<file path="src/rtl/phy_rx_pkg.sv">
// Shared constants, widths and FSM encoding for the PHY receive lane front end.
package phy_rx_pkg;

  localparam logic [7:0]  COM_SYMBOL_DEF = 8'hBC;
  localparam int unsigned BC_REQ_DEF     = 4;

  localparam int unsigned BYTE_W      = 8;
  localparam int unsigned WORD_W      = 32;
  localparam int unsigned BIT_CNT_W   = 3;
  localparam int unsigned BC_CNT_W    = 4;
  localparam int unsigned BYTE_IDX_W  = 2;
  localparam int unsigned ERR_W       = 8;
  localparam int unsigned PART_W      = WORD_W - BYTE_W;

  typedef enum logic [1:0] {
    SEARCH = 2'd0,
    LOCK   = 2'd1,
    ACTIVE = 2'd2
  } rx_state_e;

endpackage

</file>
<file path="src/rtl/com_aligner.sv">
// Bit-sliding COM search, byte framing and lane activation for one serial lane.
module com_aligner
  import phy_rx_pkg::*;
#(
  parameter logic [7:0]  COM_SYMBOL = COM_SYMBOL_DEF,
  parameter int unsigned BC_REQ     = BC_REQ_DEF
) (
  input  logic              clk_32f,
  input  logic              reset_L,
  input  logic              data_in,
  output logic              byte_stb_c,
  output logic [BYTE_W-1:0] byte_c,
  output logic              active
);

  rx_state_e             state_q, state_d;
  logic [BYTE_W-2:0]     sr_q, sr_d;
  logic [BIT_CNT_W-1:0]  bit_cnt_q, bit_cnt_d;
  logic [BC_CNT_W-1:0]   bc_cnt_q, bc_cnt_d;
  logic                  active_q, active_d;
  logic [BYTE_W-1:0]     cb;
  logic                  boundary;

  assign active = active_q;

  // Next state: candidate byte is the seven held bits plus the bit arriving now.
  always_comb begin
    cb         = {sr_q, data_in};
    sr_d       = cb[BYTE_W-2:0];
    state_d    = state_q;
    bit_cnt_d  = bit_cnt_q;
    bc_cnt_d   = bc_cnt_q;
    active_d   = active_q;
    byte_stb_c = 1'b0;
    byte_c     = cb;
    boundary   = (bit_cnt_q == BIT_CNT_W'(7));

    case (state_q)
      SEARCH: begin
        bit_cnt_d = '0;
        if (cb == COM_SYMBOL) begin
          state_d  = LOCK;
          bc_cnt_d = BC_CNT_W'(1);
        end
      end
      LOCK: begin
        bit_cnt_d = bit_cnt_q + BIT_CNT_W'(1);
        if (boundary) begin
          if (cb == COM_SYMBOL) begin
            bc_cnt_d = bc_cnt_q + BC_CNT_W'(1);
            if ((5'(bc_cnt_q) + 5'd1) == 5'(BC_REQ)) begin
              state_d  = ACTIVE;
              active_d = 1'b1;
            end
          end else begin
            state_d   = SEARCH;
            bc_cnt_d  = '0;
            bit_cnt_d = '0;
          end
        end
      end
      ACTIVE: begin
        bit_cnt_d  = bit_cnt_q + BIT_CNT_W'(1);
        byte_stb_c = boundary;
      end
      default: begin
        state_d = SEARCH;
      end
    endcase
  end

  always_ff @(posedge clk_32f or negedge reset_L) begin
    if (!reset_L) begin
      state_q   <= SEARCH;
      sr_q      <= '0;
      bit_cnt_q <= '0;
      bc_cnt_q  <= '0;
      active_q  <= 1'b0;
    end else begin
      state_q   <= state_d;
      sr_q      <= sr_d;
      bit_cnt_q <= bit_cnt_d;
      bc_cnt_q  <= bc_cnt_d;
      active_q  <= active_d;
    end
  end

endmodule

</file>
<file path="src/rtl/serial_paralelo_rx.sv">
// Serial lane receiver: COM alignment plus 4-byte word assembly with a valid strobe.
// Optional SERIAL_RX_ERR_CNT_EN enables the saturating dropped-partial-word counter.
module serial_paralelo_rx
  import phy_rx_pkg::*;
#(
  parameter logic [7:0]  COM_SYMBOL = COM_SYMBOL_DEF,
  parameter int unsigned BC_REQ     = BC_REQ_DEF
) (
  input  logic              clk_32f,
  input  logic              reset_L,
  input  logic              data_in,
  output logic [WORD_W-1:0] data_out,
  output logic              valid_out,
  output logic              active,
  output logic [ERR_W-1:0]  err_count
);

  logic                   byte_stb_c;
  logic [BYTE_W-1:0]      byte_c;
  logic [BYTE_IDX_W-1:0]  byte_idx_q, byte_idx_d;
  logic [PART_W-1:0]      part_q, part_d;
  logic [WORD_W-1:0]      data_out_q, data_out_d;
  logic                   valid_q, valid_d;

  com_aligner #(
    .COM_SYMBOL (COM_SYMBOL),
    .BC_REQ     (BC_REQ)
  ) u_aligner (
    .clk_32f    (clk_32f),
    .reset_L    (reset_L),
    .data_in    (data_in),
    .byte_stb_c (byte_stb_c),
    .byte_c     (byte_c),
    .active     (active)
  );

  assign data_out  = data_out_q;
  assign valid_out = valid_q;

  // Word assembly: COM mid-word drops the partial, fourth data byte publishes the word.
  always_comb begin
    byte_idx_d = byte_idx_q;
    part_d     = part_q;
    data_out_d = data_out_q;
    valid_d    = 1'b0;
    if (byte_stb_c) begin
      if (byte_c == COM_SYMBOL) begin
        byte_idx_d = '0;
      end else if (byte_idx_q == BYTE_IDX_W'(3)) begin
        data_out_d = {part_q, byte_c};
        valid_d    = 1'b1;
        byte_idx_d = '0;
      end else begin
        part_d     = {part_q[PART_W-BYTE_W-1:0], byte_c};
        byte_idx_d = byte_idx_q + BYTE_IDX_W'(1);
      end
    end
  end

  always_ff @(posedge clk_32f or negedge reset_L) begin
    if (!reset_L) begin
      byte_idx_q <= '0;
      part_q     <= '0;
      data_out_q <= '0;
      valid_q    <= 1'b0;
    end else begin
      byte_idx_q <= byte_idx_d;
      part_q     <= part_d;
      data_out_q <= data_out_d;
      valid_q    <= valid_d;
    end
  end

`ifdef SERIAL_RX_ERR_CNT_EN
  logic [ERR_W-1:0] err_q, err_d;

  // Saturating count of partial words discarded by an idle COM.
  always_comb begin
    err_d = err_q;
    if (byte_stb_c && (byte_c == COM_SYMBOL) && (byte_idx_q != '0) &&
        (err_q != {ERR_W{1'b1}})) begin
      err_d = err_q + ERR_W'(1);
    end
  end

  always_ff @(posedge clk_32f or negedge reset_L) begin
    if (!reset_L) begin
      err_q <= '0;
    end else begin
      err_q <= err_d;
    end
  end

  assign err_count = err_q;
`else
  assign err_count = '0;
`endif

endmodule

</file>
<file path="config.mk">
export PLATFORM = sky130hd
export DESIGN_NAME = serial_paralelo_rx
export DESIGN_NICKNAME = d
export VERILOG_FILES = /design/src/rtl/phy_rx_pkg.sv /design/src/rtl/com_aligner.sv /design/src/rtl/serial_paralelo_rx.sv
export SDC_FILE = /design/constraint.sdc
export NUM_CORES = 1
export LEC_CHECK = 0
export ABC_AREA = 1
export BUFFER_PORTS_ARGS = -buffer_cell sky130_fd_sc_hd__buf_2
export CAP_MARGIN = 25
export CORE_MARGIN = 10
export CORE_UTILIZATION = 57
export DETAILED_ROUTE_END_ITERATION = 8
export PLACE_DENSITY_LB_ADDON = 0.25
export SLEW_MARGIN = 20
export SYNTH_ARGS = -nofsm -noshare
export SYNTH_HDL_FRONTEND = slang
export SYNTH_HIERARCHICAL = 1
export SYNTH_SLANG_ARGS = --single-unit
</file>
<file path="constraint.sdc">
create_clock -name clk_32f -period 2.05 [get_ports clk_32f]
set_input_delay 0.1025 -clock clk_32f [delete_from_list [all_inputs] [get_ports clk_32f]]
set_output_delay 0.1025 -clock clk_32f [all_outputs]
set_load 0.01 [all_outputs]
</file>
==> qor.csv <==
metric,value,unit
"FFs w/ async S/R, synth",100,%
Row Count,28,
clock share of power,40.0,%
internal power,2350,uW
Peak VDD IR,589,uV
skew final,7.67,ps
layout cells sized above 1,16.8,%
Placer Congestion,0.798,
Synth Warn #,6,
unrepaired setup endpoints after global routing,no,
first-pass GRT wire length,12500,um
Critical Path Source Type,flip-flop,
PortBufs,36,
critical path endpoint category,flip-flop,
pwr/cell area,815,mW/mm^2
Leak Pwr,0.00218,uW
switching pwr,754,uW
max_slew headroom,53.8,%
TritonCTS clock tree,yes,
Core ar.,0.00585,mm^2
post-route ant nets,0,
Final setup viols,0,
Initial Util,57.9,%
Filler cells,491,
WL/cell,14.5,um
multi-input logic area,0.00124,mm^2
Area Overhead vs Synth,12.4,%
CTS Buf Count,9,
drt pass-1 iters,4,
crit share post-route,83.4,%
vias in the first global route,2665,
vias per cell,5.41,
Logic pwr share,9.0,%
antenna violations before repair,0,
worst-path fanout max,42,
Die ar.,0.00943,mm^2
clock latency on the worst-skew pair,340,ps
total number of vias,2627,
DRC,0,
Worst Hold Class,input port to asynchronous set/reset pin,
Post-Syn Area,0.00339,mm^2
htree depth,3,
Least-Margin Pin Slew,693,ps
Register Area,0.00190,mm^2
sequential fraction of design power,51.1,%
"area leader, netlist",dfrtp_1,
Die Span Y,97.1,um
# IOs,45,
Synth top area share,56.2,%
post-route minimum period,1710,ps
placed insts,469,
Synth Instances,373,
#FFs+latches synth,76,
Clock Path Buffers,2,
Clock Tree Root,clkbuf_8,
Detailed Place HPWL,4790,um
final hold viol count,0,
placed inst area,0.00357,mm^2
final max-slew violation count,0,
gr ovfl total,0,
"Top FF cell, synth",dfrtp_1,
# diodes,0,
maximum clock rate,0.585,GHz
mean post-synth cell area,9.08,um^2
top post-synthesis cells by area,"dfrtp_1, nand2_1, nand4_1, buf_4, ha_1",
critical path required time,2320,ps
final instance area,0.00381,mm^2
Total GRT Usage,15.6,%
final wirelength,7020,um
switching share of power,24.3,%
DIE WIDTH,97.1,um
post-synthesis sequential area ratio,56.2,%
max cap viols,0,
clock sink total,76,
setup_tns,0,ps
"non-filler cells, final",486,
crit path DAT,1980,ps
CP Class,flip-flop to flip-flop,
most common cell in the synthesized netlist,nand2_1,
Total Power,3100,uW
outcome,"complete, no violations",
Synth top cells by count,"nand2_1, dfrtp_1, nand4_1, inv_1, buf_4",
Initial DRC Count,144,
"EDFF count, synth",0,
Cell variety after synth,25,
nets,418,
Worst-path clk slew,80,ps
pin count of the biggest net entering global routing,54,
layout make-up:
type / count / share of cell area, %
flip-flops and latches: 76 / 49.9
multi-input cells: 254 / 32.5
repair buffers: 49 / 7.75
clock buffers: 11 / 3.71
well taps: 75 / 2.46
clock inverters: 4 / 1.94
inverters: 17 / 1.68
cells in the final DEF (no fill, tap or decap):
cell type	Yosys	final
conb_1	1	8
buf_2	8	36
o21a_1	1	1
nand3_1	10	10
nand3b_1	1	1
a21oi_1	1	1
inv_2	2	2
nand2_2	3	3
inv_1	15	15
xnor2_1	1	1
nor2_4	1	1
clkbuf_1	4	1
clkinv_4	0	1
o21ai_0	2	2
buf_4	14	10
nor2_1	7	7
nand2_1	148	148
dlygate4sd3_1	0	2
clkinv_2	0	1
ha_1	8	8
a32o_1	1	1
bufinv_16	0	2
clkbuf_8	0	10
nand3_2	2	2
o21bai_1	2	2
nand4_1	57	57
or2_1	1	1
buf_12	0	1
dfrtp_1	76	76
registers in the layout, indices dropped and copies added, names as in the netlist:
signal and flops:
u_aligner/sr_q 7, byte_idx_q 2, part_q 24, u_aligner/bc_cnt_q 4, valid_out 1, u_aligner/state_q 2, u_aligner/active 1, data_out 32
u_aligner/bit_cnt_q 3
critical path, stage by stage, from the launching register on:
cell and delay [ps]:
dfrtp_1 370, ha_1 160, ha_1 210, nand2_1 60, inv_1 130, buf_4 390, nand4_1 170, nand2_1 130
routing by layer:
layer / track usage (%) / vias up / wire [um]
met5: 0 / - / 0
met4: 7.26 / 0 / 144
met3: 3.41 / 12 / 346
met2: 26.5 / 55 / 3540
met1: 18.4 / 1274 / 2990
li1: - / 1286 / -
repair_timing:
item / 4_1_cts / 5_1_grt
setup buffers: 0 / 0
hold buffers: 2 / 0
hold endpoints to repair: 29 / 0
resized for setup: 0 / 0
cells by family (layout without fill, tap and decap cells):
family	after synthesis	count (layout)	synth area share [%]
XOR/XNOR	1	1	0.259
AO/OA/AOI/OAI	7	7	1.40
other	1	8	0.111
AND/OR/NAND/NOR	230	230	31.1
buffers and inverters	50	81	8.05
flip-flops	76	76	56.2
adder cells (fa/ha/maj)	8	8	2.96
worst paths after layout:
path | depth (start not counted) | end | startpoint | slack [ps]
setup / recovery | 7 | part_q[10]$_DFFE_PN0P_ | u_aligner/bit_cnt_q[0]$_DFFE_PN0P_ | 340
hold / removal | 2 | data_out[31]$_DFFE_PN0P_ | reset_L | 340
setup reg to reg | 7 | part_q[10]$_DFFE_PN0P_ | u_aligner/bit_cnt_q[0]$_DFFE_PN0P_ | 340
hold reg to reg | 2 | data_out[3]$_DFFE_PN0P_ | data_out[3]$_DFFE_PN0P_ | 470
max in group asynchronous | 3 | data_out[5]$_DFFE_PN0P_ | reset_L | 1050
min in group clk_32f | 2 | u_aligner/sr_q[0]$_DFF_PN0_ | data_in | 470
power by group through the flow:
stage                     Combinational, uW  Clock (uW)  Sequential (uW)
after floorplan                         215           0             1600
after global placement                  268           0             1610
after detailed placement                280           0             1610
after CTS                               283        1260             1580
after global routing                    335        1330             1590
final                                   278        1240             1580
metrics by stage:
| step | worst slack (ps) | hold WS [ps] | util (%) |
|---|---|---|---|
| floorplan | 469 | -193 | - |
| global placement | 435 | 176 | 61.1 |
| detailed placement | 401 | 191 | 61.1 |
| CTS | 349 | 362 | 65.1 |
| global route | 162 | 382 | 65.1 |
| finish | 340 | 337 | 65.1 |
Power figures use the tool's default switching activity.
